File: config.mk
export PLATFORM = sky130hd
export DESIGN_NAME = utx_feeder
export DESIGN_NICKNAME = d
export VERILOG_FILES = /design/src/rtl/utx_feeder.sv
export SDC_FILE = /design/constraint.sdc
export NUM_CORES = 1
export LEC_CHECK = 0
export CORE_MARGIN = 3
export CORE_UTILIZATION = 60
export CTS_CLUSTER_DIAMETER = 30
export DETAILED_ROUTE_END_ITERATION = 16
export PLACE_DENSITY_LB_ADDON = 0.3
export SLEW_MARGIN = 15
export SYNTH_ARGS = -nofsm -noshare
export SYNTH_HDL_FRONTEND = slang
export SYNTH_SLANG_ARGS = --single-unit
File: constraint.sdc
create_clock -name clk_sys -period 2.8 [get_ports clk_sys]
set_input_delay 0.56 -clock clk_sys [delete_from_list [all_inputs] [get_ports clk_sys]]
set_output_delay 0.56 -clock clk_sys [all_outputs]
set_load 0.005 [all_outputs]
File: src/rtl/utx_feeder.sv
`default_nettype none
// ============================================================================
// Module      : utx_feeder
// Description : Word FIFO feeding the two-byte UART transmitter. Issues one
//               word at a time (tx_vld_o strobe) and waits for tx_done_i,
//               with an optional inter-word gap timed on the 1 us strobe.
//               Optional feature macro: UTX_FEED_TIMEOUT_EN (WAIT timeout,
//               reported on the sticky tmo_o flag).
// Revision    : 1.0 - initial release
// ============================================================================
module utx_feeder #(
    parameter int DEPTH_LOG2 = 4,
    parameter int GAP_US     = 0,
    parameter int TIMEOUT_US = 250
) (
    input  logic                  clk_sys,
    input  logic                  rst_n,
    input  logic                  pluse_us_i,
    input  logic [15:0]           wr_data_i,
    input  logic                  wr_en_i,
    input  logic                  clr_err_i,
    output logic                  full_o,
    output logic                  empty_o,
    output logic [DEPTH_LOG2:0]   level_o,
    output logic                  ovf_o,
    output logic                  tmo_o,
    output logic                  busy_o,
    output logic [15:0]           tx_data_o,
    output logic                  tx_vld_o,
    input  logic                  tx_done_i
);

    typedef enum logic [1:0] {
        ST_IDLE = 2'd0,
        ST_WAIT = 2'd1,
        ST_GAP  = 2'd2
    } state_t;

    localparam int c_DEPTH_N = 1 << DEPTH_LOG2;
    localparam logic [DEPTH_LOG2:0]   c_LVL_FULL = {1'b1, {DEPTH_LOG2{1'b0}}};
    localparam logic [DEPTH_LOG2:0]   c_LVL_ONE  = {{DEPTH_LOG2{1'b0}}, 1'b1};
    localparam logic [DEPTH_LOG2-1:0] c_PTR_ONE  = {{(DEPTH_LOG2-1){1'b0}}, 1'b1};
    localparam int c_GW = (GAP_US < 2) ? 1 : $clog2(GAP_US);
    localparam logic [c_GW-1:0] c_GAP_LAST = c_GW'(GAP_US - 1);
    localparam logic [c_GW-1:0] c_GAP_ONE  = c_GW'(1);
    // State entered after a word completes (or times out)
    localparam state_t c_AFTER = (GAP_US > 0) ? ST_GAP : ST_IDLE;

    logic [15:0]           mem_q [c_DEPTH_N];
    logic [DEPTH_LOG2-1:0] wr_ptr_q, rd_ptr_q;
    logic [DEPTH_LOG2:0]   level_q, level_d;
    logic                  full_q, empty_q, ovf_q, busy_q, tx_vld_q;
    logic [15:0]           tx_data_q;
    logic [c_GW-1:0]       gap_cnt_q;
    state_t                state_q, state_d;
    logic                  w_push, w_pop, w_ovf_evt;

    // A write while full is dropped even if a pop happens in the same cycle
    assign w_push    = wr_en_i && !full_q;
    assign w_ovf_evt = wr_en_i && full_q;

`ifdef UTX_FEED_TIMEOUT_EN
    localparam int c_TW = (TIMEOUT_US < 2) ? 1 : $clog2(TIMEOUT_US);
    localparam logic [c_TW-1:0] c_TMO_LAST = c_TW'(TIMEOUT_US - 1);
    localparam logic [c_TW-1:0] c_TMO_ONE  = c_TW'(1);
    logic [c_TW-1:0] tmo_cnt_q;
    logic            tmo_q, w_tmo_hit, w_tmo_evt;

    // Fires on the TIMEOUT_US-th strobe spent in WAIT
    assign w_tmo_hit = (state_q == ST_WAIT) && pluse_us_i && (tmo_cnt_q == c_TMO_LAST);

    // WAIT-time counter, restarted on every issue
    always_ff @(posedge clk_sys or negedge rst_n) begin
        if (!rst_n) begin
            tmo_cnt_q <= '0;
            tmo_q     <= 1'b0;
        end else begin
            if (w_pop)
                tmo_cnt_q <= '0;
            else if (state_q == ST_WAIT && pluse_us_i)
                tmo_cnt_q <= tmo_cnt_q + c_TMO_ONE;
            tmo_q <= (tmo_q && !clr_err_i) || w_tmo_evt;
        end
    end
    assign tmo_o = tmo_q;
`else
    assign tmo_o = 1'b0;
`endif

    // Next-state logic; issue happens only on the IDLE->WAIT transition
    always_comb begin
        state_d = state_q;
        w_pop   = 1'b0;
`ifdef UTX_FEED_TIMEOUT_EN
        w_tmo_evt = 1'b0;
`endif
        case (state_q)
            ST_IDLE: begin
                if (!empty_q) begin
                    w_pop   = 1'b1;
                    state_d = ST_WAIT;
                end
            end
            ST_WAIT: begin
                if (tx_done_i)
                    state_d = c_AFTER;
`ifdef UTX_FEED_TIMEOUT_EN
                else if (w_tmo_hit) begin
                    state_d   = c_AFTER;
                    w_tmo_evt = 1'b1;
                end
`endif
            end
            ST_GAP: begin
                if (pluse_us_i && gap_cnt_q == c_GAP_LAST)
                    state_d = ST_IDLE;
            end
            default: state_d = ST_IDLE;
        endcase
    end

    // Occupancy bookkeeping: simultaneous push and pop leave level unchanged
    always_comb begin
        level_d = level_q;
        case ({w_push, w_pop})
            2'b10:   level_d = level_q + c_LVL_ONE;
            2'b01:   level_d = level_q - c_LVL_ONE;
            default: level_d = level_q;
        endcase
    end

    // FIFO storage; contents need no reset since pointers define validity
    always_ff @(posedge clk_sys) begin
        if (w_push)
            mem_q[wr_ptr_q] <= wr_data_i;
    end

    // FSM, pointers, flags and registered outputs
    always_ff @(posedge clk_sys or negedge rst_n) begin
        if (!rst_n) begin
            state_q   <= ST_IDLE;
            wr_ptr_q  <= '0;
            rd_ptr_q  <= '0;
            level_q   <= '0;
            full_q    <= 1'b0;
            empty_q   <= 1'b1;
            ovf_q     <= 1'b0;
            busy_q    <= 1'b0;
            tx_vld_q  <= 1'b0;
            tx_data_q <= 16'h0000;
            gap_cnt_q <= '0;
        end else begin
            state_q  <= state_d;
            level_q  <= level_d;
            full_q   <= (level_d == c_LVL_FULL);
            empty_q  <= (level_d == '0);
            busy_q   <= (state_d != ST_IDLE);
            tx_vld_q <= w_pop;
            ovf_q    <= (ovf_q && !clr_err_i) || w_ovf_evt;
            if (w_push)
                wr_ptr_q <= wr_ptr_q + c_PTR_ONE;
            if (w_pop) begin
                rd_ptr_q  <= rd_ptr_q + c_PTR_ONE;
                tx_data_q <= mem_q[rd_ptr_q];
            end
            if (state_q != ST_GAP)
                gap_cnt_q <= '0;
            else if (pluse_us_i)
                gap_cnt_q <= (gap_cnt_q == c_GAP_LAST) ? '0 : gap_cnt_q + c_GAP_ONE;
        end
    end

    assign full_o    = full_q;
    assign empty_o   = empty_q;
    assign level_o   = level_q;
    assign ovf_o     = ovf_q;
    assign busy_o    = busy_q;
    assign tx_vld_o  = tx_vld_q;
    assign tx_data_o = tx_data_q;

endmodule
`default_nettype wire

# Word level (Yosys, flattened, before mapping)
# Memory sizes are Yosys's and may differ from the RTL's. A register that Yosys moved wholly into a read port is not among the register bits.
# Cells that the tools add are included.
[totals]
rom_bits = 0
ram_bits = 256
in_bits = 22
output_inout_bits = 27
latchBits = 0
reg_bits = 21
memories = 1
[classes]
n_shift = 0
n_reduce_logical = 12
bitwise = 0
add_sub_neg = 5
magnitude_cmp = 0
eq_ne = 6
n_mux = 12
multipliers = 0
div = 0
[memory_table]
columns = ["memory", "depth", "width", "read_ports", "rd_clocked_by_memory_dff", "wr", "line", "rtl"]
rows = [
  ["mem_q", 16, 16, 1, 1, 1, "49", "logic [15:0] mem_q [c_DEPTH_N];"],
]
[ops]
columns = ["operator", "n"]
rows = [
  ["one-hot mux 5 bit (2 select lines)", 1],
  ["adder 4 x 1 -> 4 bit (second input constant)", 2],
  ["2-to-1 mux 1 bit", 7],
  ["2-to-1 mux 2 bit", 3],
  ["one-hot mux 2 bit (3 select lines)", 1],
  ["adder 5 x 1 -> 5 bit (second input constant)", 1],
  ["== test 5 bit (second input constant)", 1],
  ["logical NOT 5 bit", 1],
  ["subtractor 5 x 1 -> 5 bit (second input constant)", 1],
  ["== test 2 x 1 -> 1 bit (second input constant)", 2],
  ["== test 2 bit (second input constant)", 2],
  ["logical AND 1 bit", 4],
  ["nonzero test 2 bit", 2],
  ["logical NOT 1 bit", 3],
  ["logical NOT 2 bit", 1],
  ["inequality test 2 bit (second input constant)", 1],
  ["adder 1 bit (second input constant)", 1],
  ["logical OR 1 bit", 1],
]

# Depth between registers and ports, before layout
[logic_depth]
depth_word = 5
depth_mapped = 12
depth_no_buf = 11

# Worst setup path before layout
# OpenSTA, ideal clock, no wires.
[synth_path]
path_type = "reg-to-reg"
from = "reg state_q[1]"
to = "reg full_q, in the netlist full_o"
period_less_slack_ps = 2559
n_path_buf = 1
path_stages_with_launch = 10
setup_ps = 80
path_slack_ps = 241
arrival_ps = 2479
path_cell_list = "dfrtp_1 -> or3_4 -> clkinv_4 -> clkbuf_1 -> ha_1 -> a21oi_1 -> xor2_1 -> or4b_1 -> a31o_1 -> nor3b_2"
[synth_via]
elab_chain_len = 5
word_cells_on_any_way = 6
cone_classes = "3 x eq/ne; 2 x mux; 1 x reduce/logical"
[synth_lines]
columns = ["item", "line", "rtl"]
rows = [
  ["start: declaration", "55", "state_t state_q, state_d;"],
  ["start signal: assignment", "153", "state_q <= state_d;"],
  ["logical NOT 2 bit *", "97", "case (state_q)"],
  ["2-to-1 mux 1 bit *", "97", ""],
  ["== test 2 x 1 -> 1 bit / == test 2 bit (equally long branches)", "125", "case ({w_push, w_pop})"],
  ["one-hot mux 5 bit (2 select lines) *", "125", ""],
  ["== test 5 bit *", "155", "full_q <= (level_d == c_LVL_FULL);"],
  ["end signal: assignment", "155", ""],
  ["end: declaration", "52", "logic full_q, empty_q, ovf_q, busy_q, tx_vld_q;"],
]
# Every way passes the cells marked *; elsewhere a longest branch is shown, timed or not.
# A chain may end at the register's enable or synchronous reset.

# Final worst setup path
[layout_path]
from = "reg state_q[0]"
to = "reg full_q, in the netlist full_o"
# The elaborated chain is that of the path after synthesis.

==> results <==
==> power by group <==
group / total (W) / switching [W] / internal, W
Combinational: 0.00398 / 0.00189 / 0.00208
Sequential: 0.00584 / 0.000433 / 0.00540
Clock: 0.00552 / 0.00200 / 0.00352
Total: 0.0153 / 0.00433 / 0.0110
==> cells in the mapped netlist, types with 2 or more instances <==
library cell / count / area (um2)
nand4_1: 2 / 12.51
dfrtp_1: 36 / 900.9
buf_1: 4 / 15.01
a21oi_1: 3 / 15.01
buf_2: 7 / 35.03
xnor2_1: 9 / 78.83
clkbuf_1: 16 / 60.06
nand2b_1: 3 / 18.77
xor2_1: 3 / 26.28
mux4_2: 80 / 1802
edfxtp_1: 256 / 7687
ha_1: 7 / 87.58
nor2_1: 14 / 52.55
nand2_1: 60 / 225.2
o21ai_0: 6 / 30.03
inv_1: 5 / 18.77
nor3_1: 6 / 30.03
nor2b_1: 3 / 18.77
a211oi_1: 2 / 15.01
==> cell usage in the layout, fill, tap and decap left out, types with 8 or more instances in the layout <==
cell,netlist,final
clkinv_1,0,8
clkbuf_16,0,49
edfxtp_1,256,256
clkdlybuf4s50_1,0,46
dfrtp_1,36,34
mux4_2,80,80
xnor2_1,9,9
nor2_1,14,14
buf_4,1,43
nand2_1,60,60
==> cell type report <==
type,instances,area (um2),share of cell area (%)
flip-flops and latches,293,8620,62.01
multi-input cells,215,2576,18.53
clock buffers,54,1255,9.029
repair buffers,93,848.3,6.103
well taps,229,286.5,2.061
clock inverters,31,282.8,2.034
inverters,7,31.28,0.2250
==> metrics by stage <==
stage / hold slack (ps) / utilization (%)
after floorplan: 264.4 / -
after global placement: 454.3 / 67.66
after detailed placement: 459.1 / 67.66
after CTS: 208.3 / 76.08
after global routing: 231.9 / 76.08
final: 190.9 / 76.08
==> worst paths after layout <==
check / startpoint / end / slack (ps) / depth (start not counted)
max: state_q[0] / full_o / 200 / 10
min: rst_n / level_o[3] / 190 / 1
max reg2reg: state_q[0] / full_o / 200 / 10
min reg2reg: state_q[1] / state_q[0] / 470 / 1
max in group asynchronous: rst_n / rd_ptr_q[0] / 1910 / 1
min in group clk_sys: state_q[1] / state_q[0] / 470 / 1
==> cells by family (layout without fill, tap and decap cells) <==
family | after synthesis | in the layout | share of synthesized area [%]
AO/OA/AOI/OAI | 17 | 17 | 0.9286
XOR/XNOR | 12 | 12 | 0.9286
adder cells (fa/ha/maj) | 7 | 7 | 0.7737
buffers and inverters | 35 | 185 | 1.315
flip-flops | 293 | 293 | 76.10
multiplexers | 81 | 81 | 16.02
other | 1 | 1 | 0.03313
AND/OR/NAND/NOR | 97 | 97 | 3.902
==> registers in the layout, summed over array words and instances, names as in the netlist, 2 cells and up <==
register and flops:
tx_data_o 16, state_q 2, rd_ptr_q 4, mem_q 256
level_o 5, wr_ptr_q 4
==> layer usage <==
layer	vias to the layer above	GRT usage (%)	share of wire (%)
met5	-	0	0
met4	0	12.83	4.2
met3	80	4.759	7.8
met2	335	41.20	50
met1	3071	35.35	38
li1	2423	-	-
==> metrics.cfg <==
[outcome]
status=completed

[route]
drtAntennaViolNets=0
post_drt_wl_per_cell_um=27.20
route.detailed.drc=0
initialDrtViolationCount=547
vias=5909
dr.pass1.iters=5
via_per_inst=6.409
drt-total-wl_um=25080

[clock_tree]
ctsResizeCount=0
cts_tree=done
cts_buffers=46
htreeDepth=2
clk_pin_slew_ps=50
cts_sinks=293
postCtsSetupBuffers=0
cts_hold_buf=0
insertion_delay_ps=540
cts_root_buf=clkbuf_16
cts_buffer_depth=3

[global_routing]
grt_max_degree=49
antenna_found_initial=0
grt_usage_pct=25.88
grt_pass1_wl_um=38380
overflow=0
grt_pass1_vias=6365

[sta]
max_freq_mhz=384.1
tightestPinTransition_ps=973.9
drv_slew=0
hold_viol_final=0
setup_viol=0
skew_ps=14.58
rsz0062_at_grt=no
period_share_pct=92.99
period_needed_ps=2604
fin_ws_ps=196.2
slew_headroom_pct=35.07
fin_setup_tns_ps=0

[yosys]
ys_seq_area_share_pct=76.10
synthArstFlopShare_pct=12.63
synthesis.instances=543
ys_types=40
ys_ff_latch=293
syn-cell-area_um2=11320
avgSynthCellArea_um2=20.85
synth_edf_count=256
yosys_warnings=0
syn-num-nets=572
synth_top_flop_cell=edfxtp_1

[setup_path]
start_kind=flip-flop
cp-end-kind=flip-flop
crit_type=reg2reg
required_ps=3250
slowest_stage=or4b_1
crit_family=simple AND/OR/NAND/NOR gates
crit_path_cell_trace=or3_4 -> clkinv_4 -> nand2_4 -> xnor2_1 -> ha_1 -> a21oi_1 -> xor2_1 -> or4b_1 -> a31o_1 -> nor3b_2
arrival_ps=3050
slowest_delay_ps=470
cp_max_fo=13
worst-path-buf-inv=1

[hold_path]
min_path_type=in2async

[die]
initial_core_util_pct=61.96
io_pins=49
chipWidth_um=143.4
coreArea_um2=18270
rows=49
fp.dieH_um=143.4
die-area_um2=20550

[layout]
fillCellCount=936
stdcell_area_um2=13900
syn2layout_area_growth_pct=22.79
final_nets=685
drive_gt1_share_pct=31.02
diodes=0
fin_cells=922

[power]
powerDensity_nw_per_um2=1103
p_leak_nw=4.818
p_total_w=0.01533
ir_worst_vdd_v=0.0006414

[placement]
routabilityCongestion=0.7666
port_buffers=47
placed_cell_area_um2=12360
dp_hpwl_um=13630
dp.cells=837
place_ws_ps=-132.0

[run]
cap_violations=0

(Power assumes the default switching activity.)
